==> src/rtl/if_fetch_if.sv <==
// Handshake bundle between the fetch stage, instruction memory and decode.
// The master modport is the fetch stage itself; slave is its environment.
interface if_fetch_if;
  logic        imem_req;
  logic [31:0] imem_addr;
  logic        imem_ack;
  logic [31:0] imem_rdata;
  logic        redirect;
  logic [31:0] redirect_pc;
  logic        id_ready;
  logic        id_valid;
  logic [31:0] id_pc;
  logic [31:0] id_inst;
  logic [31:0] id_inst_enable;
  logic        id_illegal;

  modport master (
    output imem_req, imem_addr,
    output id_valid, id_pc, id_inst, id_inst_enable, id_illegal,
    input  imem_ack, imem_rdata,
    input  redirect, redirect_pc,
    input  id_ready
  );

  modport slave (
    input  imem_req, imem_addr,
    input  id_valid, id_pc, id_inst, id_inst_enable, id_illegal,
    output imem_ack, imem_rdata,
    output redirect, redirect_pc,
    output id_ready
  );
endinterface

==> src/rtl/if_fetch.sv <==
// Instruction-fetch stage: owns the PC, issues single-outstanding imem requests,
// and presents fetched words to decode with a one-hot active-low opcode enable.
//
// state | meaning
// FETCH | request outstanding at pc_q
// FULL  | response parked in skid buffer, no request
// KILL  | draining a request made stale by redirect (address in kill_addr_q)
module if_fetch #(
  parameter logic [31:0] RESET_PC = 32'h0000_0000
) (
  input  logic      clk,
  input  logic      rst,
  if_fetch_if.master bus
);

  localparam logic [31:0] NOP = 32'h0000_0013;

  typedef enum logic [1:0] {
    FETCH = 2'd0,
    FULL  = 2'd1,
    KILL  = 2'd2
  } state_t;

  state_t      state_q;
  logic [31:0] pc_q;
  logic [31:0] kill_addr_q;
  logic [31:0] skid_pc_q;
  logic [31:0] skid_inst_q;

  logic        id_valid_q;
  logic [31:0] id_pc_q;
  logic [31:0] id_inst_q;
  logic [31:0] id_inst_enable_q;
  logic        id_illegal_q;

  logic        slot_free;
  logic [31:0] pc_inc;
  logic        load_en;
  logic        bubble_en;
  logic [31:0] load_pc;
  logic [31:0] load_word;

  function automatic logic [31:0] inst_enable(input logic [31:0] w);
    if (w[1:0] == 2'b11) return ~(32'd1 << w[6:2]);
    return 32'hFFFF_FFFF;
  endfunction

  assign slot_free = !id_valid_q || bus.id_ready;
  assign pc_inc    = pc_q + 32'd4;

  assign bus.imem_req  = !rst && (state_q != FULL);
  assign bus.imem_addr = (state_q == KILL) ? kill_addr_q : pc_q;

  assign bus.id_valid       = id_valid_q;
  assign bus.id_pc          = id_pc_q;
  assign bus.id_inst        = id_inst_q;
  assign bus.id_inst_enable = id_inst_enable_q;
  assign bus.id_illegal     = id_illegal_q;

  // What the output registers take next edge: a new word, a bubble, or hold.
  always_comb begin
    load_en   = 1'b0;
    bubble_en = 1'b0;
    load_pc   = pc_q;
    load_word = bus.imem_rdata;
    if (bus.redirect) begin
      bubble_en = 1'b1;
    end else begin
      case (state_q)
        FETCH: begin
          if (bus.imem_ack && slot_free) load_en = 1'b1;
          else if (bus.id_ready)         bubble_en = 1'b1;
        end
        FULL: begin
          if (bus.id_ready) begin
            load_en   = 1'b1;
            load_pc   = skid_pc_q;
            load_word = skid_inst_q;
          end
        end
        KILL: begin
          if (bus.id_ready) bubble_en = 1'b1;
        end
        default: bubble_en = 1'b1;
      endcase
    end
  end

  always_ff @(posedge clk) begin
    if (rst) begin
      state_q          <= FETCH;
      pc_q             <= RESET_PC;
      kill_addr_q      <= 32'h0;
      skid_pc_q        <= 32'h0;
      skid_inst_q      <= 32'h0;
      id_valid_q       <= 1'b0;
      id_pc_q          <= 32'h0;
      id_inst_q        <= NOP;
      id_inst_enable_q <= 32'hFFFF_FFFF;
      id_illegal_q     <= 1'b0;
    end else begin
      if (load_en) begin
        id_valid_q       <= 1'b1;
        id_pc_q          <= load_pc;
        id_inst_q        <= load_word;
        id_inst_enable_q <= inst_enable(load_word);
        id_illegal_q     <= (load_word[1:0] != 2'b11);
      end else if (bubble_en) begin
        id_valid_q       <= 1'b0;
        id_pc_q          <= 32'h0;
        id_inst_q        <= NOP;
        id_inst_enable_q <= 32'hFFFF_FFFF;
        id_illegal_q     <= 1'b0;
      end

      if (bus.redirect) begin
        pc_q <= {bus.redirect_pc[31:2], 2'b00};
        // An unacked request is still in flight and must be drained first.
        case (state_q)
          FETCH: begin
            if (bus.imem_ack) begin
              state_q <= FETCH;
            end else begin
              state_q     <= KILL;
              kill_addr_q <= pc_q;
            end
          end
          KILL: begin
            if (bus.imem_ack) state_q <= FETCH;
          end
          default: state_q <= FETCH;
        endcase
      end else begin
        case (state_q)
          FETCH: begin
            if (bus.imem_ack) begin
              pc_q <= pc_inc;
              if (!slot_free) begin
                skid_pc_q   <= pc_q;
                skid_inst_q <= bus.imem_rdata;
                state_q     <= FULL;
              end
            end
          end
          FULL: begin
            if (bus.id_ready) state_q <= FETCH;
          end
          KILL: begin
            if (bus.imem_ack) state_q <= FETCH;
          end
          default: state_q <= FETCH;
        endcase
      end
    end
  end

endmodule

==> src/flat_wrapper.sv <==
// flat-port wrapper written by rule: the top's interface ports become plain ports
module if_fetch_flat 
#(
  parameter logic [31:0] RESET_PC = 32'h0000_0000
)
  (clk, rst, bus_imem_req, bus_imem_addr, bus_id_valid, bus_id_pc, bus_id_inst, bus_id_inst_enable, bus_id_illegal, bus_imem_ack, bus_imem_rdata, bus_redirect, bus_redirect_pc, bus_id_ready);
  if_fetch_if bus_i ();
  input  logic clk;
  input  logic rst;
  output wire logic [$bits(bus_i.imem_req)-1:0] bus_imem_req;
  output wire logic [$bits(bus_i.imem_addr)-1:0] bus_imem_addr;
  output wire logic [$bits(bus_i.id_valid)-1:0] bus_id_valid;
  output wire logic [$bits(bus_i.id_pc)-1:0] bus_id_pc;
  output wire logic [$bits(bus_i.id_inst)-1:0] bus_id_inst;
  output wire logic [$bits(bus_i.id_inst_enable)-1:0] bus_id_inst_enable;
  output wire logic [$bits(bus_i.id_illegal)-1:0] bus_id_illegal;
  input wire logic [$bits(bus_i.imem_ack)-1:0] bus_imem_ack;
  input wire logic [$bits(bus_i.imem_rdata)-1:0] bus_imem_rdata;
  input wire logic [$bits(bus_i.redirect)-1:0] bus_redirect;
  input wire logic [$bits(bus_i.redirect_pc)-1:0] bus_redirect_pc;
  input wire logic [$bits(bus_i.id_ready)-1:0] bus_id_ready;
  assign bus_imem_req = bus_i.imem_req;
  assign bus_imem_addr = bus_i.imem_addr;
  assign bus_id_valid = bus_i.id_valid;
  assign bus_id_pc = bus_i.id_pc;
  assign bus_id_inst = bus_i.id_inst;
  assign bus_id_inst_enable = bus_i.id_inst_enable;
  assign bus_id_illegal = bus_i.id_illegal;
  assign bus_i.imem_ack = bus_imem_ack;
  assign bus_i.imem_rdata = bus_imem_rdata;
  assign bus_i.redirect = bus_redirect;
  assign bus_i.redirect_pc = bus_redirect_pc;
  assign bus_i.id_ready = bus_id_ready;
  if_fetch #(.RESET_PC(RESET_PC)) u_core (.clk(clk), .rst(rst), .bus(bus_i));
endmodule
==> config.mk <==
export PLATFORM = sky130hd
export DESIGN_NAME = if_fetch_flat
export DESIGN_NICKNAME = d
export VERILOG_FILES = /design/src/rtl/if_fetch_if.sv /design/src/rtl/if_fetch.sv /design/src/flat_wrapper.sv
export SDC_FILE = /design/constraint.sdc
export NUM_CORES = 1
export LEC_CHECK = 0
export CAP_MARGIN = 20
export CORE_MARGIN = 1
export CORE_UTILIZATION = 25
export CTS_CLUSTER_SIZE = 10
export DETAILED_ROUTE_END_ITERATION = 16
export GPL_ROUTABILITY_DRIVEN = 0
export PLACE_DENSITY = 0.43
export SYNTH_ARGS = -nofsm -noshare
export SYNTH_HDL_FRONTEND = slang
export SYNTH_SLANG_ARGS = --single-unit
==> constraint.sdc <==
create_clock -name clk -period 2.29 [get_ports clk]
set_input_delay 0.229 -clock clk [delete_from_list [all_inputs] [get_ports clk]]
set_output_delay 0.229 -clock clk [all_outputs]
set_load 0.01 [all_outputs]
# --- Word-level counts from Yosys, hierarchy flattened ---
# Cells that the tools add are included.
word_totals:
  reg_bits: 228
  wordCells: 79
classes:
  n_addsub: 1
  n_eq_ne: 8
  n_shift: 1
  muxes: 39
  bitwise_logic: 4
  reduce_logical: 15
ops:
  columns: ["cell", "n"]
  rows:
  - ["$mux W32", 18]
  - ["$add A32 B3 Y32 const B", 1]
  - ["$not A32 Y32", 1]
  - ["$shl A1 B5 Y32 const A", 1]
  - ["$mux W2", 6]
  - ["$mux W1", 11]
  - ["$ne A3 B3 Y1 const B", 3]
  - ["$pmux W2 S3", 1]
  - ["$reduce_and A3 Y1", 2]
  - ["$reduce_bool A2 Y1", 3]
  - ["$eq A2 B2 Y1 const B", 2]
  - ["$pmux W2 S2", 1]
  - ["$reduce_and A2 Y1", 2]
  - ["$reduce_and A4 Y1", 1]
  - ["$not A1 Y1", 3]
  - ["$pmux W1 S3", 1]
  - ["$eq A2 B1 Y1 const B", 1]
  - ["$logic_and A1 B1 Y1", 2]
  - ["$logic_not A1 Y1", 2]
  - ["$logic_not A2 Y1", 1]
  - ["$ne A2 B1 Y1 const B", 1]
  - ["$ne A2 B2 Y1 const B", 1]
  - ["$pmux W1 S2", 1]
  - ["$reduce_or A2 Y1", 1]
  - ["$logic_or A1 B1 Y1", 1]

# --- Depth between registers and ports, before layout ---
depth:
  ltp_word: 10
  ltp_mapped: 8

# --- Worst setup path after synthesis ---
# OpenSTA, ideal clock, no wires.
synth_timing:
  path_kind: "register to register"
  from: "reg u_core.pc_q[2]"
  to: "reg u_core.pc_q[14]"
  setup_ns: 0.091
  t_arrival_ns: 1.974
  required_ns: 2.199
  setup_slack_ns: 0.225
  path_stages_with_launch: 8
  path_buffers: 2
  synth_period_minus_slack_ns: 2.065
  cell_sequence: "dfxtp_1 ha_1 inv_1 or4_1 clkbuf_1 buf_2 or3_1 a311oi_1"
synth_between:
  elab_chain_len: 4
synth_rtl:
  columns: ["item", "line_no", "text"]
  rows:
  - ["start, declared", "if_fetch.sv:25", "logic [31:0] pc_q;"]
  - ["start signal, assigned", "if_fetch.sv:117", "pc_q <= {bus.redirect_pc[31:2], 2'b00};"]
  - ["start signal, assigned", "if_fetch.sv:137", "pc_q <= pc_inc;"]
  - ["$add A32 B3 Y32", "if_fetch.sv:49", "assign pc_inc = pc_q + 32'd4;"]
  - ["$mux W32", "if_fetch.sv:136", "if (bus.imem_ack) begin"]
  - ["$mux W32", "if_fetch.sv:134", "case (state_q)"]
  - ["$mux W32", "if_fetch.sv:116", "if (bus.redirect) begin"]
# Every way passes these cells. The select of a mux whose other input is x is not followed.
# A chain may end at the register's enable or synchronous reset.

# --- Worst setup path in the final report ---
layout_timing:
  from: "reg u_core.state_q[0]"
  to: "out bus_imem_addr[4]"
layout_between:
  elab_chain_len: 2
layout_rtl:
  columns: ["item", "line_no", "text"]
  rows:
  - ["start, declared", "if_fetch.sv:24", "state_t state_q;"]
  - ["start signal, assigned", "if_fetch.sv:91", "state_q <= FETCH;"]
  - ["start signal, assigned", "if_fetch.sv:122", "state_q <= FETCH;"]
  - ["start signal, assigned", "if_fetch.sv:124", "state_q <= KILL;"]
  - ["$eq A2 B2 Y1", "if_fetch.sv:52", "assign bus.imem_addr = (state_q == KILL) ? kill_addr_q : pc_q;"]
  - ["$mux W32", "if_fetch.sv:52", null]
  - ["end, declared", "flat_wrapper.sv:11", "output wire logic [$bits(bus_i.imem_addr)-1:0] bus_imem_addr;"]
# Every way passes these cells.

==> results by group <==
Run status
  – Status: finished, final reports clean

Synthesis
  – Area contributors post-synth: dfxtp_1 (45%), mux2_2 (10%), nand2_1 (8.3%)
  – EDFF count, synth: 0
  – Share of the synthesized area in the top cell type: between 40% and 50%
  – Netlist cell types: 53
  – Mapped Area: 9707 um^2
  – Syn Inst Count: between 1k and 1.5k
  – Largest area contributor in the netlist: dfxtp_1
  – FF+latch count, synth: 220
  – Synth warn: 0
  – Ys async rst share: 0%
  – Seq/Total Area, Yosys: a little under half
  – Syn avg cell area: about 8.5 um^2
  – Most used DFF post-synth: dfxtp_1

Setup path
  – FF-to-FF path depth: 6
  – Crit path max fanout: 6
  – Worst Path Required: about 2100 ps
  – Worst Setup Start Kind: register
  – Critical Path AT: between 2000 and 2500 ps
  – CP endpoint kind: output pin
  – Worst setup path category: register to output pin
  – R2r setup slk: about 120 ps

CTS
  – CTS root buffer: clkbuf_16
  – Num CTS Buffers: 28
  – Clk buf depth: 3
  – TritonCTS clock tree: built
  – Clock sink total: 220
  – H-Tree Depth: 1
  – Clk slew on worst S/H paths: roughly 60 ps
  – Clk_lat worst skew: about 540 ps

Placement
  – Placed Cells incl. Taps: approximately 1.8k
  – Number of port buffers: between 150 and 200
  – Post-DP HPWL: 22380 um
  – Placement Cell Area: around 13000 um^2

Routing
  – Post-DRT Antenna Nets: 0
  – WL/cell: 18.00 um
  – Vias: just under 9k
  – Drt drc: 0
  – Drt first pass iters: 5
  – 1st-iter DRT viols: ~500
  – Vias/cell: 4.747
  – Total Wirelength: around 34000 um

Floorplan
  – Die W: 199.0 um
  – Ports: 200
  – Core area: approximately 38000 um^2
  – DIE AREA: 39620 um^2
  – Die height: around 200 um
  – # rows: a little over 70
  – Starting Density: between 20% and 30%

Final layout
  – Filler instances: approximately 3.9k
  – Area of the multi-input gates: between 4000 and 5000 um^2
  – Reg area: approximately 4400 um^2
  – Post-route cell area: about 14000 um^2
  – Layout Nets: between 1k and 1.5k
  – Final cell count without fillers: about 1.9k
  – Commonest non-fill, non-tap cells in the layout: dfxtp_1 (219), nand2_1 (214), clkdlybuf4s50_1 (162), a21oi_1 (98), nor2_1 (91)
  – Layout cells sized above 1: between 15 and 20%
  – Area grow syn2layout: 39.95%
  – Commonest non-fill, non-tap cell in the layout: dfxtp_1

STA
  – Final Cycle Share: a little over nine tenths
  – RSZ-0062 raised after global routing: true
  – Final setup TNS: 0 ps
  – Max Freq: between 0.4 and 0.5 GHz
  – Slew headroom: about three fifths
  – Worst Clk Skew: 10.50 ps
  – Final slew viol count: 0
  – Finish-stage setup viols: 0
  – Measured slew at the worst slew-check pin: roughly 630 ps
  – Hold Vio Cnt, Final: 0
  – Min cycle time layout: around 2200 ps
  – Hold_ws: ~38 ps

Job
  – Max-Cap Viols: 0

Pwr
  – Leakage power: roughly 0.0048 uW
  – P per Cell Area: ~670 nW/um^2
  – VDD IR max: 0.5194 mV
  – Total power after layout: 9140 uW

GRT
  – Global-route wire length before repair: a little over 50000 um
  – Largest net degree at the start of global routing: between 60 and 70
  – Vias in the first global route: ~8.7k
  – Remaining global-route overflow: 0
  – All-Layer GR Usage: between 15 and 20%
  – Initial antenna violation count: 3

Min path
  – Worst Hold Class: input port to register
  – Worst hold stages: 2
## sequential cells by signal (all words and copies together) (netlist names)
name	flops
u_core.bus.id_inst_enable	32
u_core.bus.id_inst	32
u_core.skid_pc_q	30
u_core.pc_q	30
u_core.bus.id_illegal	1
u_core.bus.id_valid	1
u_core.skid_inst_q	32
u_core.state_q	2
u_core.bus.id_pc	30
u_core.kill_addr_q	30
## cells by family after synthesis
family	synth area share [%]
other	0.03863
xor gates and xnor gates	0.6316
adders and majority gates	0.1289
and+or+nand+nor	20.44
AOI/OAI and AO/OA	17.72
muxes	10.62
buffers and inverters	5.040
DFF	45.37
## through the flow
stage,util (%),worst slack (ps)
2_1_floorplan,-,225.2
3_3_place_gp,33.50,-138.5
3_5_place_dp,33.50,-114.7
4_1_cts,35.66,-32.07
5_1_grt,35.80,-39.98
6_report,35.81,45.50
## metal layers
layer	up-vias	share of wire [%]	GRT usage [%]
met5	-	0.041	0
met4	2	1.3	2.963
met3	36	6.2	3.984
met2	204	45	26.42
met1	4216	47	22.57
li1	4447	-	-
## where the power goes
group          switching [uW]  internal, uW  leakage [uW]
logic                     509           469       0.00262
clock network            1660          2510      0.000411
registers                77.7          3920       0.00179
total                    2240          6900       0.00482
## synthesized netlist by cell type, types with 6 or more instances
| library cell | count |
|---|---|
| and4_1 | 6 |
| mux2_2 | 88 |
| nand3_1 | 17 |
| a2bb2oi_1 | 8 |
| and3_1 | 12 |
| a21oi_1 | 98 |
| nor4b_1 | 6 |
| dfxtp_1 | 220 |
| a22oi_1 | 59 |
| or3_1 | 9 |
| or4_1 | 11 |
| a211oi_1 | 7 |
| nor2_1 | 91 |
| a311oi_1 | 12 |
| nor4_1 | 13 |
| buf_2 | 10 |
| nor3_1 | 16 |
| o21ai_0 | 25 |
| o22a_1 | 24 |
| a2111oi_0 | 6 |
| nand2_1 | 214 |
| nor2b_1 | 12 |
| clkbuf_1 | 97 |
| nand4_1 | 11 |
| xnor2_1 | 6 |
| inv_1 | 9 |
## repair_timing
item                                    in CTS  in global routing
pin swaps                                    0                  0
hold buffers                                 0                  0
endpoints found under the setup margin      30                 27
cloned                                       0                  4
gates resized for setup                     32                 60
buffers inserted                             0                  5
## critical path: stages, from the launching register on
cell and delay (ps):
dfxtp_1 320, buf_4 160, nor2b_4 130, buf_12 150
buf_4 130, buf_12 110, mux2_2 350, clkbuf_2 130
## layout make-up
| class | count | share of cell area, % |
|---|---|---|
| Multi-Input combinational cell | 796 | 35.97 |
| Sequential cell | 220 | 32.43 |
| Timing Repair Buffer | 291 | 20.32 |
| Clock buffer | 44 | 5.978 |
| Tap cell | 511 | 4.707 |
| Clock inverter | 3 | 0.3132 |
| Inverter | 9 | 0.2487 |
| Antenna cell | 2 | 0.03684 |
## worst paths after layout
check                              start                endpoint
setup / recovery       u_core.state_q[0]        bus_imem_addr[4]
hold / removal                       rst    u_core.bus.id_pc[27]
setup reg to reg          u_core.pc_q[2]         u_core.pc_q[20]
hold reg to reg   u_core.skid_inst_q[13]  u_core.skid_inst_q[13]
(Power assumes the default switching activity.)
